[src/rtl/icmp_echo_initiator.sv]
// icmp_echo_initiator
//   Ping generator. On ping_start it builds an ICMP echo request (type 8),
//   streams it byte-wise to the IP transmit layer, then watches the ICMP
//   receive stream for the matching echo reply. The result, an error code
//   and the round-trip time in clock cycles are reported.
//
// Ports
//   sys_clk, sys_rst          clock, asynchronous active-high reset
//   ping_start                one-cycle request pulse (accepted in IDLE only)
//   ping_dst_ip/ping_dst_mac  target addresses, sampled with ping_start
//   tx_ready                  transmit layer can take a whole frame
//   icmp_tx_*                 request stream + ip_len/dst_ip/dst_mac sideband
//   icmp_rx_*                 ICMP receive stream (first byte = ICMP type)
//   ping_busy                 high outside IDLE
//   ping_done                 one-cycle result pulse
//   ping_ok/ping_err          last result (err: 0 ok, 1 timeout, 2 bad reply)
//   ping_rtt                  cycles from tx sop to reply eop
//   ping_seq                  sequence number of current/last ping
module icmp_echo_initiator #(
  parameter int unsigned PAYLOAD_LEN = 32,
  parameter logic [15:0] ICMP_ID     = 16'h4644,
  parameter logic [31:0] TIMEOUT_CYC = 32'd125000000
) (
  input  logic        sys_clk,
  input  logic        sys_rst,
  input  logic        ping_start,
  input  logic [31:0] ping_dst_ip,
  input  logic [47:0] ping_dst_mac,
  input  logic        tx_ready,
  output logic [15:0] icmp_tx_ip_len,
  output logic [31:0] icmp_tx_dst_ip,
  output logic [47:0] icmp_tx_dst_mac,
  output logic        icmp_tx_sop,
  output logic        icmp_tx_eop,
  output logic        icmp_tx_vld,
  output logic [7:0]  icmp_tx_dat,
  input  logic        icmp_rx_sop,
  input  logic        icmp_rx_eop,
  input  logic        icmp_rx_vld,
  input  logic [7:0]  icmp_rx_dat,
  output logic        ping_busy,
  output logic        ping_done,
  output logic        ping_ok,
  output logic [1:0]  ping_err,
  output logic [31:0] ping_rtt,
  output logic [15:0] ping_seq
);

  localparam int unsigned FRAME_LEN = PAYLOAD_LEN + 8;
  localparam logic [6:0]  LAST_IDX  = 7'(FRAME_LEN - 1);
  localparam logic [15:0] IP_LEN    = 16'(28 + PAYLOAD_LEN);

  localparam logic [2:0] S_IDLE       = 3'd0;
  localparam logic [2:0] S_WAIT_TX    = 3'd1;
  localparam logic [2:0] S_SEND       = 3'd2;
  localparam logic [2:0] S_WAIT_REPLY = 3'd3;
  localparam logic [2:0] S_REPORT     = 3'd4;

  // Payload bytes are k[7:0], so their word sum is fixed at elaboration.
  function automatic logic [31:0] payload_sum();
    logic [31:0] s;
    s = '0;
    for (int unsigned j = 0; j < PAYLOAD_LEN / 2; j++)
      s = s + {16'h0000, 8'(2 * j), 8'(2 * j + 1)};
    return s;
  endfunction

  localparam logic [31:0] PAY_SUM = payload_sum();

  logic [2:0]  state;
  logic [15:0] csum_reg;
  logic [6:0]  tx_idx;
  logic [31:0] rtt_cnt;
  logic [31:0] to_cnt;

  // ---------------- checksum ----------------
  logic [31:0] csum_acc;
  logic [31:0] csum_f1;
  logic [15:0] csum_f2;
  logic [15:0] csum_calc;

  always_comb begin
    csum_acc  = 32'h0000_0800 + {16'h0000, ICMP_ID} + {16'h0000, ping_seq} + PAY_SUM;
    csum_f1   = {16'h0000, csum_acc[15:0]} + {16'h0000, csum_acc[31:16]};
    csum_f2   = csum_f1[15:0] + csum_f1[31:16];
    csum_calc = ~csum_f2;
  end

  // ---------------- tx byte generator ----------------
  // tx_dat is registered, so the byte for index tx_idx+1 is prepared here.
  logic [6:0] tx_nidx;
  logic [7:0] tx_pay;
  logic [7:0] tx_next_byte;

  assign tx_nidx = tx_idx + 7'd1;
  assign tx_pay  = {1'b0, tx_nidx} - 8'd8;

  always_comb begin
    case (tx_nidx)
      7'd0:    tx_next_byte = 8'h08;
      7'd1:    tx_next_byte = 8'h00;
      7'd2:    tx_next_byte = csum_reg[15:8];
      7'd3:    tx_next_byte = csum_reg[7:0];
      7'd4:    tx_next_byte = ICMP_ID[15:8];
      7'd5:    tx_next_byte = ICMP_ID[7:0];
      7'd6:    tx_next_byte = ping_seq[15:8];
      7'd7:    tx_next_byte = ping_seq[7:0];
      default: tx_next_byte = tx_pay;
    endcase
  end

  // ---------------- rx parser ----------------
  logic        rx_active;
  logic [6:0]  rx_idx;
  logic [15:0] rx_sum;
  logic        rx_miss;
  logic        rx_bad;

  logic        rx_take;
  logic [6:0]  cur_idx;
  logic [15:0] cur_sum;
  logic        cur_miss;
  logic        cur_bad;
  logic [7:0]  rx_pay_exp;
  logic        byte_miss;
  logic        byte_bad;
  logic [15:0] rx_word;
  logic [16:0] sum17;
  logic [15:0] sum_n;
  logic        miss_n;
  logic        bad_n;
  logic        rx_reply;
  logic        rx_good;
  logic        timeout_hit;

  // A sop always restarts the parser, even in the middle of a frame; bytes
  // with no preceding sop in WAIT_REPLY are skipped.
  assign rx_take    = (state == S_WAIT_REPLY) && icmp_rx_vld && (icmp_rx_sop || rx_active);
  assign cur_idx    = icmp_rx_sop ? 7'd0  : rx_idx;
  assign cur_sum    = icmp_rx_sop ? 16'd0 : rx_sum;
  assign cur_miss   = icmp_rx_sop ? 1'b0  : rx_miss;
  assign cur_bad    = icmp_rx_sop ? 1'b0  : rx_bad;
  assign rx_pay_exp = {1'b0, cur_idx} - 8'd8;

  always_comb begin
    byte_miss = 1'b0;
    byte_bad  = 1'b0;
    case (cur_idx)
      7'd0, 7'd1: byte_miss = (icmp_rx_dat != 8'h00);
      7'd2, 7'd3: byte_miss = 1'b0;
      7'd4:       byte_miss = (icmp_rx_dat != ICMP_ID[15:8]);
      7'd5:       byte_miss = (icmp_rx_dat != ICMP_ID[7:0]);
      7'd6:       byte_miss = (icmp_rx_dat != ping_seq[15:8]);
      7'd7:       byte_miss = (icmp_rx_dat != ping_seq[7:0]);
      default:    byte_bad  = (cur_idx <= LAST_IDX) && (icmp_rx_dat != rx_pay_exp);
    endcase
  end

  always_comb begin
    rx_word = cur_idx[0] ? {8'h00, icmp_rx_dat} : {icmp_rx_dat, 8'h00};
    sum17   = {1'b0, cur_sum} + {1'b0, rx_word};
    sum_n   = sum17[15:0] + {15'd0, sum17[16]};
    miss_n  = cur_miss | byte_miss;
    bad_n   = cur_bad | byte_bad;
  end

  // A frame counts as our reply only once all eight header bytes matched;
  // shorter or mismatching frames are treated as foreign and ignored.
  assign rx_reply    = rx_take && icmp_rx_eop && (cur_idx >= 7'd7) && !miss_n;
  assign rx_good     = rx_reply && !bad_n && (cur_idx == LAST_IDX) && (sum_n == 16'hFFFF);
  assign timeout_hit = (to_cnt == TIMEOUT_CYC - 32'd1);

  always_ff @(posedge sys_clk or posedge sys_rst) begin
    if (sys_rst) begin
      rx_active <= 1'b0;
      rx_idx    <= '0;
      rx_sum    <= '0;
      rx_miss   <= 1'b0;
      rx_bad    <= 1'b0;
    end else if (rx_take) begin
      rx_active <= !icmp_rx_eop;
      rx_idx    <= (cur_idx == 7'd127) ? cur_idx : cur_idx + 7'd1;
      rx_sum    <= sum_n;
      rx_miss   <= miss_n;
      rx_bad    <= bad_n;
    end else if (state != S_WAIT_REPLY) begin
      rx_active <= 1'b0;
    end
  end

  // ---------------- main FSM ----------------
  assign ping_busy = (state != S_IDLE);

  always_ff @(posedge sys_clk or posedge sys_rst) begin
    if (sys_rst) begin
      state           <= S_IDLE;
      csum_reg        <= '0;
      tx_idx          <= '0;
      rtt_cnt         <= '0;
      to_cnt          <= '0;
      icmp_tx_ip_len  <= '0;
      icmp_tx_dst_ip  <= '0;
      icmp_tx_dst_mac <= '0;
      icmp_tx_sop     <= 1'b0;
      icmp_tx_eop     <= 1'b0;
      icmp_tx_vld     <= 1'b0;
      icmp_tx_dat     <= '0;
      ping_done       <= 1'b0;
      ping_ok         <= 1'b0;
      ping_err        <= '0;
      ping_rtt        <= '0;
      ping_seq        <= '0;
    end else begin
      ping_done <= 1'b0;
      case (state)
        S_IDLE: begin
          if (ping_start) begin
            icmp_tx_dst_ip  <= ping_dst_ip;
            icmp_tx_dst_mac <= ping_dst_mac;
            icmp_tx_ip_len  <= IP_LEN;
            ping_seq        <= ping_seq + 16'd1;
            state           <= S_WAIT_TX;
          end
        end
        S_WAIT_TX: begin
          csum_reg <= csum_calc;
          if (tx_ready) begin
            tx_idx      <= '0;
            icmp_tx_vld <= 1'b1;
            icmp_tx_sop <= 1'b1;
            icmp_tx_eop <= 1'b0;
            icmp_tx_dat <= 8'h08;
            rtt_cnt     <= '0;
            state       <= S_SEND;
          end
        end
        S_SEND: begin
          if (rtt_cnt != '1) rtt_cnt <= rtt_cnt + 32'd1;
          if (tx_idx == LAST_IDX) begin
            icmp_tx_vld <= 1'b0;
            icmp_tx_sop <= 1'b0;
            icmp_tx_eop <= 1'b0;
            icmp_tx_dat <= '0;
            to_cnt      <= '0;
            state       <= S_WAIT_REPLY;
          end else begin
            tx_idx      <= tx_nidx;
            icmp_tx_dat <= tx_next_byte;
            icmp_tx_sop <= 1'b0;
            icmp_tx_eop <= (tx_nidx == LAST_IDX);
          end
        end
        S_WAIT_REPLY: begin
          if (rtt_cnt != '1) rtt_cnt <= rtt_cnt + 32'd1;
          to_cnt <= to_cnt + 32'd1;
          // Reply evaluation takes priority so an eop on the expiry cycle wins.
          if (rx_reply) begin
            ping_done <= 1'b1;
            ping_ok   <= rx_good;
            ping_err  <= rx_good ? 2'd0 : 2'd2;
            ping_rtt  <= rtt_cnt;
            state     <= S_REPORT;
          end else if (timeout_hit) begin
            ping_done <= 1'b1;
            ping_ok   <= 1'b0;
            ping_err  <= 2'd1;
            ping_rtt  <= rtt_cnt;
            state     <= S_REPORT;
          end
        end
        S_REPORT: state <= S_IDLE;
        default:  state <= S_IDLE;
      endcase
    end
  end

endmodule
[config.mk]
export PLATFORM = sky130hd
export DESIGN_NAME = icmp_echo_initiator
export DESIGN_NICKNAME = d
export VERILOG_FILES = /design/src/rtl/icmp_echo_initiator.sv
export SDC_FILE = /design/constraint.sdc
export NUM_CORES = 1
export LEC_CHECK = 0
export ABC_AREA = 1
export ABC_CLOCK_PERIOD_IN_PS = 10650
export CAP_MARGIN = 20
export CORE_MARGIN = 1.5
export CORE_UTILIZATION = 35
export CTS_BUF_LIST = sky130_fd_sc_hd__clkbuf_4
export CTS_CLUSTER_DIAMETER = 60
export DETAILED_ROUTE_END_ITERATION = 8
export GPL_TIMING_DRIVEN = 1
export PLACE_DENSITY = 0.64
export SYNTH_ARGS = -nofsm -noshare
export SYNTH_HDL_FRONTEND = slang
export SYNTH_SLANG_ARGS = --single-unit
[constraint.sdc]
create_clock -name sys_clk -period 10.65 [get_ports sys_clk]
set_input_delay 3.195 -clock sys_clk [delete_from_list [all_inputs] [get_ports sys_clk]]
set_output_delay 3.195 -clock sys_clk [all_outputs]
set_load 0.1 [all_outputs]
Word level (Yosys, flattened, before mapping)
Cells that the tools add are included.

$add $sub $neg: 13. $mul: 0. Divide/modulo/power cells: 0. $lt $le $gt $ge: 2. Equality and inequality tests: 36. Shift-type cells: 0. Multiplexer cells: 45. Bitwise logic cells: 3. Reduce and logical (&&, ||, !) cells: 34.

Operators with widths (number): $mux 32 (5); $pmux 32 s2 (2); $add 32x1->32 const B (2); $pmux 8 s8 (1); $eq 7x3->1 const B (8); $add 16x1->16 (2); $eq 32x27->1 const B (1); $mux 16 (2); $ne 32x32->1 const B (1); $eq 7x2->1 const B (4); $mux 7 (4); $ne 8x8->1 (3); $eq 7x6->1 const B (3); $add 17x16->18 const B (1); $add 15x16->17 const A (1); $add 16x16->17 (1); $add 16x2->17 (1); $add 16x1->16 const B (1); $eq 16x16->1 const B (1); $mux 8 (2); $ne 8x7->1 const B (2); $not 16->16 (1); $pmux 8 s2 (1); $sub 7x4->8 const B (2); 32 further kinds (81).

Register bits: 260. Bits in latches: 0. Bits in writable memories: 0. Memory bits (read-only): 0. Bits of input ports: 95. Output and inout bits: 160. Word-level logic and storage cells: 155. Memories kept: 0.

Logic depth before layout (Yosys ltp)
Depth after elaboration: 12. Gate-level depth with buffers: 33. Gate-level depth less buffers: 33.

Least setup slack after synthesis
No wires, ideal clock.

Kind: input -> register. From: input port icmp_rx_sop. To: register ping_err[1]. Library setup time: 0.123 ns. Arrival time: 6.537 ns. Data required time: 10.527 ns. Path slack: 3.990 ns. Stages: 28. Buffers on the path: 1. Cell sequence: clkbuf_1 nor2_2 inv_2 ha_1 ha_1 nand2_1 inv_1 a21oi_1 nor2_1 nor2_1 nand2_1 a21oi_1 o21bai_1 ha_1 ha_1 xor2_1 nor2_1 nand2_1 nor2_1 nand2_1 nor2_1 nand2_1 nor2_1 nand2_1 nor2_1 nand2_1 o21ai_0 nand2_1.

Longest elaborated chain between the ends: 12. Elaborated cells between the ends (all ways): 42. Classes of those cells: add/sub (3); order compare (2); eq/ne (10); mux (9); bitwise (2); reduce/logical (16).

Ends and longest elaborated chain: start, declared (line 37) `input logic icmp_rx_sop,`; branches (longest 12 deep; another with $add 16x16->17); end signal, assigned (line 260) `ping_err <= rx_good ? 2'd0 : 2'd2;`; end, declared (line 44) `output logic [1:0] ping_err,`.

Parallel ways; which one is timed is not known. A chain may end at the register's enable or synchronous reset.

Worst setup path in the final report
Ends and elaborated chain as after synthesis.

==> out/metrics.cfg <==
[outcome]
status=finished, final reports clean

[critical_path]
crit_end=ping_err[1]$_DFFE_PP0P_
startpoint=icmp_rx_sop
critical_path.slowest_cell=clkdlybuf4s50_1
worstPathArrival_ns=8.12
r2r-end=csum_reg[14]$_DFFE_PP0P_
reg2reg_slack_ns=4.99
path_buf_inv=5
critPathKind=in -> reg
worst-path-stages=30
cp_max_fo=22
timing.rr.start=ping_seq[2]$_DFFE_PP0P_
crit_top_cell=nand2_1
ff2ff_path_depth=32
critical_path.top_delay_family=simple AND/OR/NAND/NOR gates
critPathRequiredTime_ns=11.27
critPathLaunchType=primary input
end_kind=flip-flop
critPathMaxStageDelay_ns=0.90

[clock_network]
cts_sinks=260
cts_buffers=74
clock_latency_ns=0.76
htreeDepth=3
cts_tree=yes
clk_pin_slew_worst_paths_ns=0.07
postCtsSetupBuffers=0
post_cts_resized=0
cts-root-buf=clkbuf_4
cts_hold_buf=0
clockBufferDepth=3

[pwr]
power.leakage_uw=0.00933
vdd_drop_max_v=0.000271
seqPwrFrac_pct=26.5
p_switching_uw=3050
clkPwrFrac_pct=17.8
internal-power_uw=2560
sw_frac_of_total_pct=54.4
combPwrFrac_pct=55.7
power_density_nw_per_um2=296

[drt]
drc=0
via_per_inst=4.91
dr_total_vias=14611
drtIter0Drc=808
wl_met2_um=20600
dr.pass1.iters=5
wl_um=44200
highest_layer=met4
post_drt_wl_per_cell_um=14.8
met3_length_um=3480
wl_met1_um=18900
antenna_left=0

[sta]
fin_ws_ns=3.16
worst_pin_slew_ns=1.08
rsz0062_at_grt=false
timing.final.crit_share_pct=70.3
slew_headroom_pct=27.7
slew_violations=0
setup_viol=0
min_period_ns=7.49
setup_tns_ns=0
max_freq_mhz=133
clock_skew_ns=0.0432
hold_violations=0
whs_ns=0.478

[global_route]
grt.overflow.total=0
grt_max_degree=164
grt_pass1_vias=14672
antenna_found_initial=2
grt.total_usage_pct=20.3
grt_pass1_wl_um=73000

[final_layout]
area_delta_synth_final_pct=25.5
final_util_pct=44.9
largest_reg_flops=48
post_layout_nonfiller_instances=2974
nets=2518
regMostFlops=icmp_tx_dst_mac
drive_above_1_share_pct=6.62

[placement]
portBuffers=242
detailed_place_hpwl_um=32600
dp_slack_ns=2.43
gp_congestion=0.903
placed_cells=2845

[logic_synthesis]
syn-cell-area_um2=15100
ys_seq_area_share_pct=43.1
async_flop_share_pct=100
postSynthAreaPerCell_um2=7.17
synth_cell_types=49
synth_cells=2108
synth_warnings=0
synthFlopType=dfrtp_1
synth_edf_count=0
synth_seq_cells=260

[floorplanning]
die_w_um=211
die_h_um=211
rows=75
coreArea_um2=42200
initial_core_util_pct=35.8
design.portCount=255
dieArea_um2=44400

[worst_hold_path]
hp-class=reg -> reg
min_path_cells=2

[flow_run]
maxCapViolations=0

[kinds of logic (layout without fill, tap and decap cells)]
group	Yosys count	count (layout)	share of synthesized area, %
and+or+nand+nor	1225	1225	33.5
buffers and inverters	316	630	8.66
DFF	260	260	43.1
AOI/OAI and AO/OA	214	214	8.23
xor gates and xnor gates	44	44	2.55
adders and majority gates	41	41	3.50
muxes	7	7	0.464
other	1	14	0.0248
[cell usage in the layout, fill, tap and decap left out, types with 3 or more instances in the layout]
master,Yosys,layout
nand2_1,779,778
dfrtp_1,260,260
inv_1,250,248
clkdlybuf4s50_1,0,242
nor2_1,201,201
nand3_1,133,132
clkbuf_4,0,104
o21ai_0,89,88
a21oi_1,42,42
nand4_1,40,40
ha_1,39,39
xor2_1,38,38
nor3_1,32,32
o22ai_1,24,24
o21ai_2,18,19
clkinv_1,1,14
o21ai_1,13,13
nor4_1,12,12
conb_1,1,12
nand3b_1,11,11
a22oi_1,7,7
mux2i_1,7,7
inv_2,4,6
xnor2_1,6,6
buf_4,16,5
o21bai_1,4,4
bufinv_16,0,4
nand2_2,2,3
nor2_4,3,3
nand3_2,2,3
or2_2,3,3
a31oi_1,3,3
clkinv_2,0,3
[Yosys cell counts (2+ instances only)]
library cell / number / area share [%]
a21oi_1: 42 / 1.4
o41ai_1: 2 / 0.12
nand3b_1: 11 / 0.55
or2_2: 3 / 0.12
o22ai_1: 24 / 0.99
buf_6: 8 / 0.60
nand4_1: 40 / 1.7
o21a_1: 2 / 0.099
a2bb2oi_1: 2 / 0.12
a22oi_1: 7 / 0.35
fa_1: 2 / 0.27
ha_1: 39 / 3.2
nor2_1: 201 / 5.0
nand2_2: 2 / 0.083
a31oi_1: 3 / 0.12
nand3_2: 2 / 0.13
nor4_1: 12 / 0.50
o21ai_2: 18 / 1.0
xnor2_1: 6 / 0.35
o21bai_1: 4 / 0.20
inv_1: 250 / 6.2
o21ai_1: 13 / 0.43
xor2_1: 38 / 2.2
inv_2: 4 / 0.099
mux2i_1: 7 / 0.46
buf_4: 16 / 0.80
o21ai_0: 89 / 2.9
o31ai_1: 2 / 0.099
clkbuf_1: 34 / 0.84
nand2_1: 779 / 19
nor3_1: 32 / 1.1
and2_1: 2 / 0.083
buf_2: 2 / 0.066
nor2_4: 3 / 0.22
nand3_1: 133 / 4.4
o211ai_1: 2 / 0.099
dfrtp_1: 260 / 43
[cell type report]
cell class / instances / area (µm²)
Antenna cell: 2 / 5.00
Clock buffer: 104 / 781
Clock inverter: 23 / 204
Fill cell: 4285 / 23300
Inverter: 255 / 965
Multi-Input combinational cell: 1543 / 7340
Sequential cell: 260 / 6510
Tap cell: 539 / 674
Timing Repair Buffer: 248 / 2480
[through the flow]
stage	total power (µW)	cell area [µm²]
global placement	4610	18000
CTS	5670	19000
finish	5610	19000
global route	5980	19000
floorplan	3810	15100
detailed placement	4630	18000
[routing by layer]
layer	track usage, %	vias up
met2	33.6	440
li1	-	7272
met1	24.8	6808
met5	0	-
met4	7.41	0
met3	6.33	91
[worst min-delay path, stage by stage (launching register included)]
cell and delay (ns):
dfrtp_1 0.34, nand2_1 0.05, nand2_1 0.05
[power groups by stage]
stage | logic, µW | registers [µW] | clock network (µW)
final | 3130 | 1490 | 996
after global routing | 3370 | 1520 | 1090
after CTS | 3140 | 1490 | 1040
after detailed placement | 3140 | 1490 | 0
after global placement | 3120 | 1490 | 0
after floorplan | 1100 | 2710 | 0
[worst min path at each step]
stage / slack [ns] / start / end
floorplan: 0.45 / csum_reg[15]$_DFFE_PP0P_ / csum_reg[15]$_DFFE_PP0P_
global placement: 0.46 / icmp_tx_dst_mac[18]$_DFFE_PP0P_ / icmp_tx_dst_mac[18]$_DFFE_PP0P_
detailed placement: 0.46 / icmp_tx_dst_ip[18]$_DFFE_PP0P_ / icmp_tx_dst_ip[18]$_DFFE_PP0P_
CTS: 0.48 / icmp_tx_dst_mac[46]$_DFFE_PP0P_ / icmp_tx_dst_mac[46]$_DFFE_PP0P_
global route: 0.50 / icmp_tx_dst_ip[21]$_DFFE_PP0P_ / icmp_tx_dst_ip[21]$_DFFE_PP0P_
finish: 0.48 / icmp_tx_dst_ip[25]$_DFFE_PP0P_ / icmp_tx_dst_ip[25]$_DFFE_PP0P_
(Power assumes the default switching activity.)
